==> src/rtl/uart_receiver.sv <==
// 8N1 UART receiver: 2-flop synchronizer, mid-bit sampling FSM and a single-entry
// output register with valid/ack handshake, frame-error and overrun pulses.
module uart_receiver #(
  parameter int unsigned CLKS_PER_BIT = 10416
) (
  input  logic       clk,
  input  logic       rst_n,
  input  logic       RsRx,
  output logic [7:0] data,
  output logic       valid,
  input  logic       ack,
  output logic       frame_err,
  output logic       overrun,
  output logic       busy
);

  localparam int unsigned CntW = (CLKS_PER_BIT > 1) ? $clog2(CLKS_PER_BIT) : 1;
  localparam logic [CntW-1:0] CntFull = CntW'(CLKS_PER_BIT - 1);
  localparam logic [CntW-1:0] CntHalf = CntW'(CLKS_PER_BIT / 2 - 1);

  typedef enum logic [2:0] {
    StIdle,
    StStart,
    StData,
    StStop,
    StWaitHigh
  } state_e;

  state_e          r_state;
  logic [CntW-1:0] r_cnt;
  logic [2:0]      r_idx;
  logic [7:0]      r_shift;
  logic            r_sync1;
  logic            r_sync2;
  logic [7:0]      r_data;
  logic            r_valid;
  logic            r_frame_err;
  logic            r_overrun;
  logic            w_rx_s;

  assign w_rx_s    = r_sync2;
  assign data      = r_data;
  assign valid     = r_valid;
  assign frame_err = r_frame_err;
  assign overrun   = r_overrun;
  assign busy      = (r_state != StIdle);

  // Synchronizer idles high so reset never looks like a start bit.
  always_ff @(posedge clk or negedge rst_n) begin
    if (!rst_n) begin
      r_sync1 <= 1'b1;
      r_sync2 <= 1'b1;
    end else begin
      r_sync1 <= RsRx;
      r_sync2 <= r_sync1;
    end
  end

  always_ff @(posedge clk or negedge rst_n) begin
    if (!rst_n) begin
      r_state     <= StIdle;
      r_cnt       <= '0;
      r_idx       <= 3'd0;
      r_shift     <= 8'h00;
      r_data      <= 8'h00;
      r_valid     <= 1'b0;
      r_frame_err <= 1'b0;
      r_overrun   <= 1'b0;
    end else begin
      r_frame_err <= 1'b0;
      r_overrun   <= 1'b0;
      // A byte accepted in StStop this cycle overrides the ack-driven clear.
      if (r_valid && ack) begin
        r_valid <= 1'b0;
      end

      case (r_state)
        StIdle: begin
          r_cnt <= '0;
          if (!w_rx_s) begin
            r_state <= StStart;
          end
        end

        StStart: begin
          if (r_cnt == CntHalf) begin
            r_cnt <= '0;
            r_idx <= 3'd0;
            r_state <= w_rx_s ? StIdle : StData;
          end else begin
            r_cnt <= r_cnt + 1'b1;
          end
        end

        StData: begin
          if (r_cnt == CntFull) begin
            r_cnt   <= '0;
            r_shift <= {w_rx_s, r_shift[7:1]};
            if (r_idx == 3'd7) begin
              r_state <= StStop;
            end else begin
              r_idx <= r_idx + 3'd1;
            end
          end else begin
            r_cnt <= r_cnt + 1'b1;
          end
        end

        StStop: begin
          if (r_cnt == CntFull) begin
            r_cnt <= '0;
            if (w_rx_s) begin
              r_data    <= r_shift;
              r_valid   <= 1'b1;
              r_overrun <= r_valid & ~ack;
              r_state   <= StIdle;
            end else begin
              r_frame_err <= 1'b1;
              r_state     <= StWaitHigh;
            end
          end else begin
            r_cnt <= r_cnt + 1'b1;
          end
        end

        StWaitHigh: begin
          r_cnt <= '0;
          if (w_rx_s) begin
            r_state <= StIdle;
          end
        end

        default: begin
          r_cnt   <= '0;
          r_state <= StIdle;
        end
      endcase
    end
  end

endmodule

==> config.mk <==
export PLATFORM = sky130hd
export DESIGN_NAME = uart_receiver
export DESIGN_NICKNAME = d
export VERILOG_FILES = /design/src/rtl/uart_receiver.sv
export SDC_FILE = /design/constraint.sdc
export NUM_CORES = 1
export LEC_CHECK = 0
export CORE_MARGIN = 2
export CORE_UTILIZATION = 50
export DETAILED_ROUTE_END_ITERATION = 16
export PLACE_DENSITY = 0.71
export SLEW_MARGIN = 40
export SYNTH_ARGS = -nofsm -noshare
export SYNTH_HDL_FRONTEND = slang
export SYNTH_SLANG_ARGS = --single-unit
export TNS_END_PERCENT = 10
==> constraint.sdc <==
create_clock -name clk -period 3.5 [get_ports clk]
set_clock_uncertainty 0.2 [all_clocks]
set_input_delay 0.7 -clock clk [delete_from_list [all_inputs] [get_ports clk]]
set_output_delay 0.7 -clock clk [all_outputs]
set_load 0.02 [all_outputs]
Word-level counts from Yosys, hierarchy flattened
Cells that the tools add are included.

word-level totals
  input bits = 4
  output and inout port bits = 12
  logic and storage cells = 63
  register bits = 41

cells by class
  add/subtract/negate cells = 2
  muxes and demuxes = 26
  bitwise logic cells = 2
  reductions and logical operators = 9
  equality and inequality tests = 14

operators with widths
  operator                                                            number
  3-bit two-way mux                                                   10
  14-bit two-way mux                                                  2
  14-bit case mux with 2 select lines                                 1
  3-bit case mux with 5 select lines                                  1
  14-bit by 1-bit adder with 14-bit output (second input constant)    1
  14-bit by 13-bit == test with 1-bit output (second input constant)  1
  14-bit == test (second input constant)                              1
  2-bit inequality test (second input constant)                       7
  1-bit two-way mux                                                   10
  3-bit by 2-bit == test with 1-bit output (second input constant)    2
  3-bit == test (second input constant)                               2
  3-bit case mux with 2 select lines                                  1
  6-bit AND reduction                                                 1
  4-bit AND reduction                                                 1
  3-bit by 1-bit adder with 3-bit output (second input constant)      1
  3-bit by 1-bit == test with 1-bit output (second input constant)    1
  3-bit logical NOT                                                   1
  3-bit AND reduction                                                 1
  3-bit nonzero test                                                  1
  2-bit two-way mux                                                   1
  2-bit AND reduction                                                 1
  2-bit nonzero test                                                  1
  2-bit OR reduction                                                  1
  1-bit AND                                                           1
  other kinds (2)                                                     2

Logic depth before layout (Yosys ltp)
  depth after elaboration = 5
  depth in mapped cells = 7
  depth with buffers taken out = 5

Worst setup path before layout
No wires, ideal clock.

  path type = reg2reg
  start point = reg r_cnt[0]
  end point = reg r_idx[0]
  period minus slack after synthesis = 2.132 ns
  setup slack = 1.368 ns
  data arrival time = 1.812 ns
  required time = 3.180 ns
  library setup time = 0.120 ns
  cell stages (with the launch flop) = 7
  path buffers = 1
  cell sequence = dfrtp_1 > ha_1 > nand3_1 > nand4bb_1 > buf_2 > or4b_4 > a31o_1

on the way
  cells in the longest elaborated chain, start to end = 3
  elaborated cells on any way between the ends = 5
  those cells by class = 4 x eq/ne; 1 x reduce/logical

ends and longest elaborated chain
  element                                                                              line    RTL
  from (decl)                                                                          30      logic [CntW-1:0] r_cnt;
  from (signal assigned)                                                               91      r_cnt <= r_cnt + 1'b1;
  from (signal assigned)                                                               105     r_cnt <= r_cnt + 1'b1;
  from (signal assigned)                                                               122     r_cnt <= r_cnt + 1'b1;
  14-bit == test / 14-bit by 13-bit == test with 1-bit output (equally long branches)  96, 86
  2-bit inequality test (no line)                                                      -
  4-bit AND reduction (no line) (*)                                                    -
  to (signal assigned)                                                                 102     r_idx <= r_idx + 3'd1;
  to (decl)                                                                            31      logic [2:0] r_idx;

Mark *: on every way between the ends. The rest lies on a longest branch, timed or not.
A chain may end at the register's enable or synchronous reset.

Final worst setup path
  start point = reg r_state[1]
  end point = out busy

on the way
  cells in the longest elaborated chain, start to end = 1

ends and longest elaborated chain
  element                 line  RTL
  from (decl)             29    state_e r_state;
  from (signal assigned)  61    r_state <= StIdle;
  from (signal assigned)  81    r_state <= StStart;
  from (signal assigned)  89    r_state <= w_rx_s ? StIdle : StData;
  3-bit nonzero test      46    assign busy = (r_state != StIdle);
  to (decl)               14    output logic busy

No other way between the ends.

==> key figures <==
Setup path
  – Max stage delay on crit path: 530 ps
  – Worst Setup SP: r_state[1]
  – FF-to-FF Start: r_cnt[0]
  – CP max stage cell: clkdlybuf4s50_1
  – CP endpoint: busy
  – Critical Path AT: 1620 ps
  – Kind of critical path: reg -> out
  – CP Buf/Inv Count: 1
  – Levels on crit path: 3
  – Cells on worst reg2reg path: 5
  – Family with the most delay on the worst path: buffers and inverters
  – Crit start category: flip-flop
  – Internal reg-to-reg setup slack: 1070 ps
  – CP max FO: 9
  – Reg-to-Reg End: r_idx[0]
  – Critical-path cell list: nor2_1 -> nand2_1 -> clkdlybuf4s50_1
  – WP data required: 2600 ps
  – CP endpoint kind: primary output

Placed design
  – Post-DP HPWL: ~2300 um
  – IO buf count: 15
  – Gp weighted congestion: 0.846

Pwr
  – VDD IR max: 0.000308 V
  – Leak: 1.01 nW
  – PwrDens: 400 nW/um^2

Detailed routing
  – DRT iter0 DRCs: 70
  – DRT Pass-1 Iters: 4
  – Total wire length: 3240 um
  – Residual DRC count: 0
  – Via count: 1227
  – ANT nets after route: 0
  – Number of vias per cell: between 5 and 6
  – WL/cell: 14.5 um

Floorplanning
  – Die area: 4210 sq um
  – Cell row count: 22
  – Die X: about 65 um
  – Core footprint: 3610 sq um
  – Die Span Y: 64.9 um
  – Num ports: 16
  – Initial Utilization: 0.515

Synthesis
  – Yosys warns: 0
  – List of most frequent post-synthesis cells: 39 x dfrtp_1, 17 x nor2_1, 16 x mux2_2
  – EDFF count, synth: 0
  – Synthesized flop and latch total: 41
  – Post-Syn Instances: 157
  – Sequential-to-total area share from yosys stat: 0.554
  – Post-synth top area share: 0.526
  – Syn avg cell area: 11.8 sq um
  – Count of cell types in the netlist: 38
  – Async S/R FF share, synth: 1.00
  – Top FF cell, synth: dfrtp_1
  – Area leader, netlist: dfrtp_1
  – Syn nets: 165
  – Mapped Area: 1860 sq um
  – Most common cell in the netlist: dfrtp_1
  – Largest cells by area after synthesis: dfrtp_1 53%, mux2_2 9.7%, xor2_1 4.7%, nor2_1 3.4%, dfstp_2 2.8%

Status
  – Status: finished, final reports clean

Final layout
  – Multi-input gate area: between 700 and 800 sq um
  – # fillers: between 200 and 300
  – Layout cell share with drive strength beyond 1: 0.194
  – Nets: 182
  – FF/Latch Area: 1030 sq um
  – ANT cells: 0
  – Area Overhead vs Synth: 16.3%

Clocking
  – CTS Buffer Depth: 2
  – CTS tree: done
  – Root Buffer: clkbuf_8
  – CTS H-tree lvls: 2
  – CTS Hold Bufs: 0
  – Post-CTS sizing: 0
  – # clock sinks: 41
  – Worst-Skew Late Latency: 290 ps
  – CTS buffer count: 5
  – Postcts setup bufs: 0
  – Clock Pin Slew Worst Setup and Hold Paths: 80 ps

STA
  – Max Freq: between 300 and 400 MHz
  – Period utilization: 0.720
  – Final Max Tran Viols: 0
  – RSZ-0062 raised after global routing: false
  – WHS: 163 ps
  – Hold Vio Cnt, Final: 0
  – Setup TNS: 0 ps
  – Finish-stage setup viols: 0
  – Worst-margin pin slew: 547 ps
  – Slew headroom: 0.634
  – Fin crit period: 2520 ps

GRT
  – GRT overflow: 0
  – Initial antenna violation count: 0
  – First-pass GRT wire length: ~5600 um
  – Total GRT Usage: 0.177
  – Vias in the first global route: 1220
  – Pin count of the biggest net entering global routing: 42

Hold path
  – HP Class: in -> async

Flow run
  – Max-Cap Viols: 0
## kinds of logic (layout without fill, tap and decap cells)
group	Yosys count	count (layout)	synth area share
AO/OA/AOI/OAI	14	14	0.0519
XOR/XNOR	11	11	0.0519
adder cells (fa/ha/maj)	4	4	0.0270
buffers and inverters	10	28	0.0216
flip-flops	41	41	0.554
multiplexers	18	18	0.108
AND/OR/NAND/NOR	59	59	0.185
## where the power goes
| group | internal [W] | total, W | switching (W) |
|---|---|---|---|
| clock | 0.000213 | 0.000374 | 0.000161 |
| sequential | 0.000475 | 0.000477 | 0.00000116 |
| combinational | 0.00000297 | 0.0000122 | 0.00000919 |
| total | 0.000692 | 0.000863 | 0.000171 |
## sequential cells by signal, indices dropped and copies added, names as in the netlist, 3 cells and up
signal,flops
r_cnt,14
data,8
r_shift,8
r_idx,3
r_state,3
## metrics by stage
stage,instance area (sq um),instances,setup slack (ps),power (W),utilization
after floorplan,1860,157,1370,0.000486,-
after global placement,2040,215,1150,0.000498,0.567
after detailed placement,2040,215,1070,0.000499,0.567
after CTS,2160,223,984,0.000874,0.598
after global routing,2160,223,862,0.000896,0.599
final,2160,223,981,0.000863,0.599
## worst min path at each step
| stage | end | slack [ps] | depth (start not counted) | startpoint |
|---|---|---|---|---|
| global placement | r_sync2 | 150 | 0 | r_sync1 |
| CTS | r_sync2 | 160 | 0 | r_sync1 |
| detailed placement | r_sync2 | 150 | 0 | r_sync1 |
| floorplan | r_sync2 | 150 | 0 | r_sync1 |
| global route | r_sync2 | 160 | 0 | r_sync1 |
| finish | overrun | 160 | 1 | rst_n |
## metal layers
| layer | global-route usage | vias up | wire length, um |
|---|---|---|---|
| met5 | 0 | - | 0 |
| li1 | - | 589 | - |
| met3 | 0.0417 | 4 | 91 |
| met2 | 0.298 | 16 | 1670 |
| met4 | 0.0718 | 0 | 30 |
| met1 | 0.219 | 618 | 1450 |
## worst register-to-register path: stages (launching register included)
cell and delay, ps:
dfrtp_1 390, ha_1 250, nand3_1 170, nand4bb_1 430
or4b_4 650, a31o_1 240
## cell type report
class | instances | share of cell area
flip-flops and latches | 41 | 0.477
repair buffers | 16 | 0.0719
clock buffers | 5 | 0.0319
multi-input cells | 106 | 0.365
inverters | 4 | 0.00696
clock inverters | 3 | 0.0203
well taps | 48 | 0.0278
## cell usage in the layout (no fill, tap or decap), types with 2 or more instances in the layout
cell and count:
buf_4 2, nor4bb_1 2, ha_1 4, or2_2 2, nor2_1 17, nor2b_1 3, mux2i_1 2, clkbuf_8 5
mux2_2 16, a21oi_1 4, nand3_1 6, nand4_1 6, nand2_1 7, inv_1 4, and4_1 3, o21ai_0 3
dfrtp_1 39, dfstp_2 2, clkdlybuf4s50_1 14, and3_1 3, xor2_1 10
No activity file was read; power rests on OpenSTA's default activity.
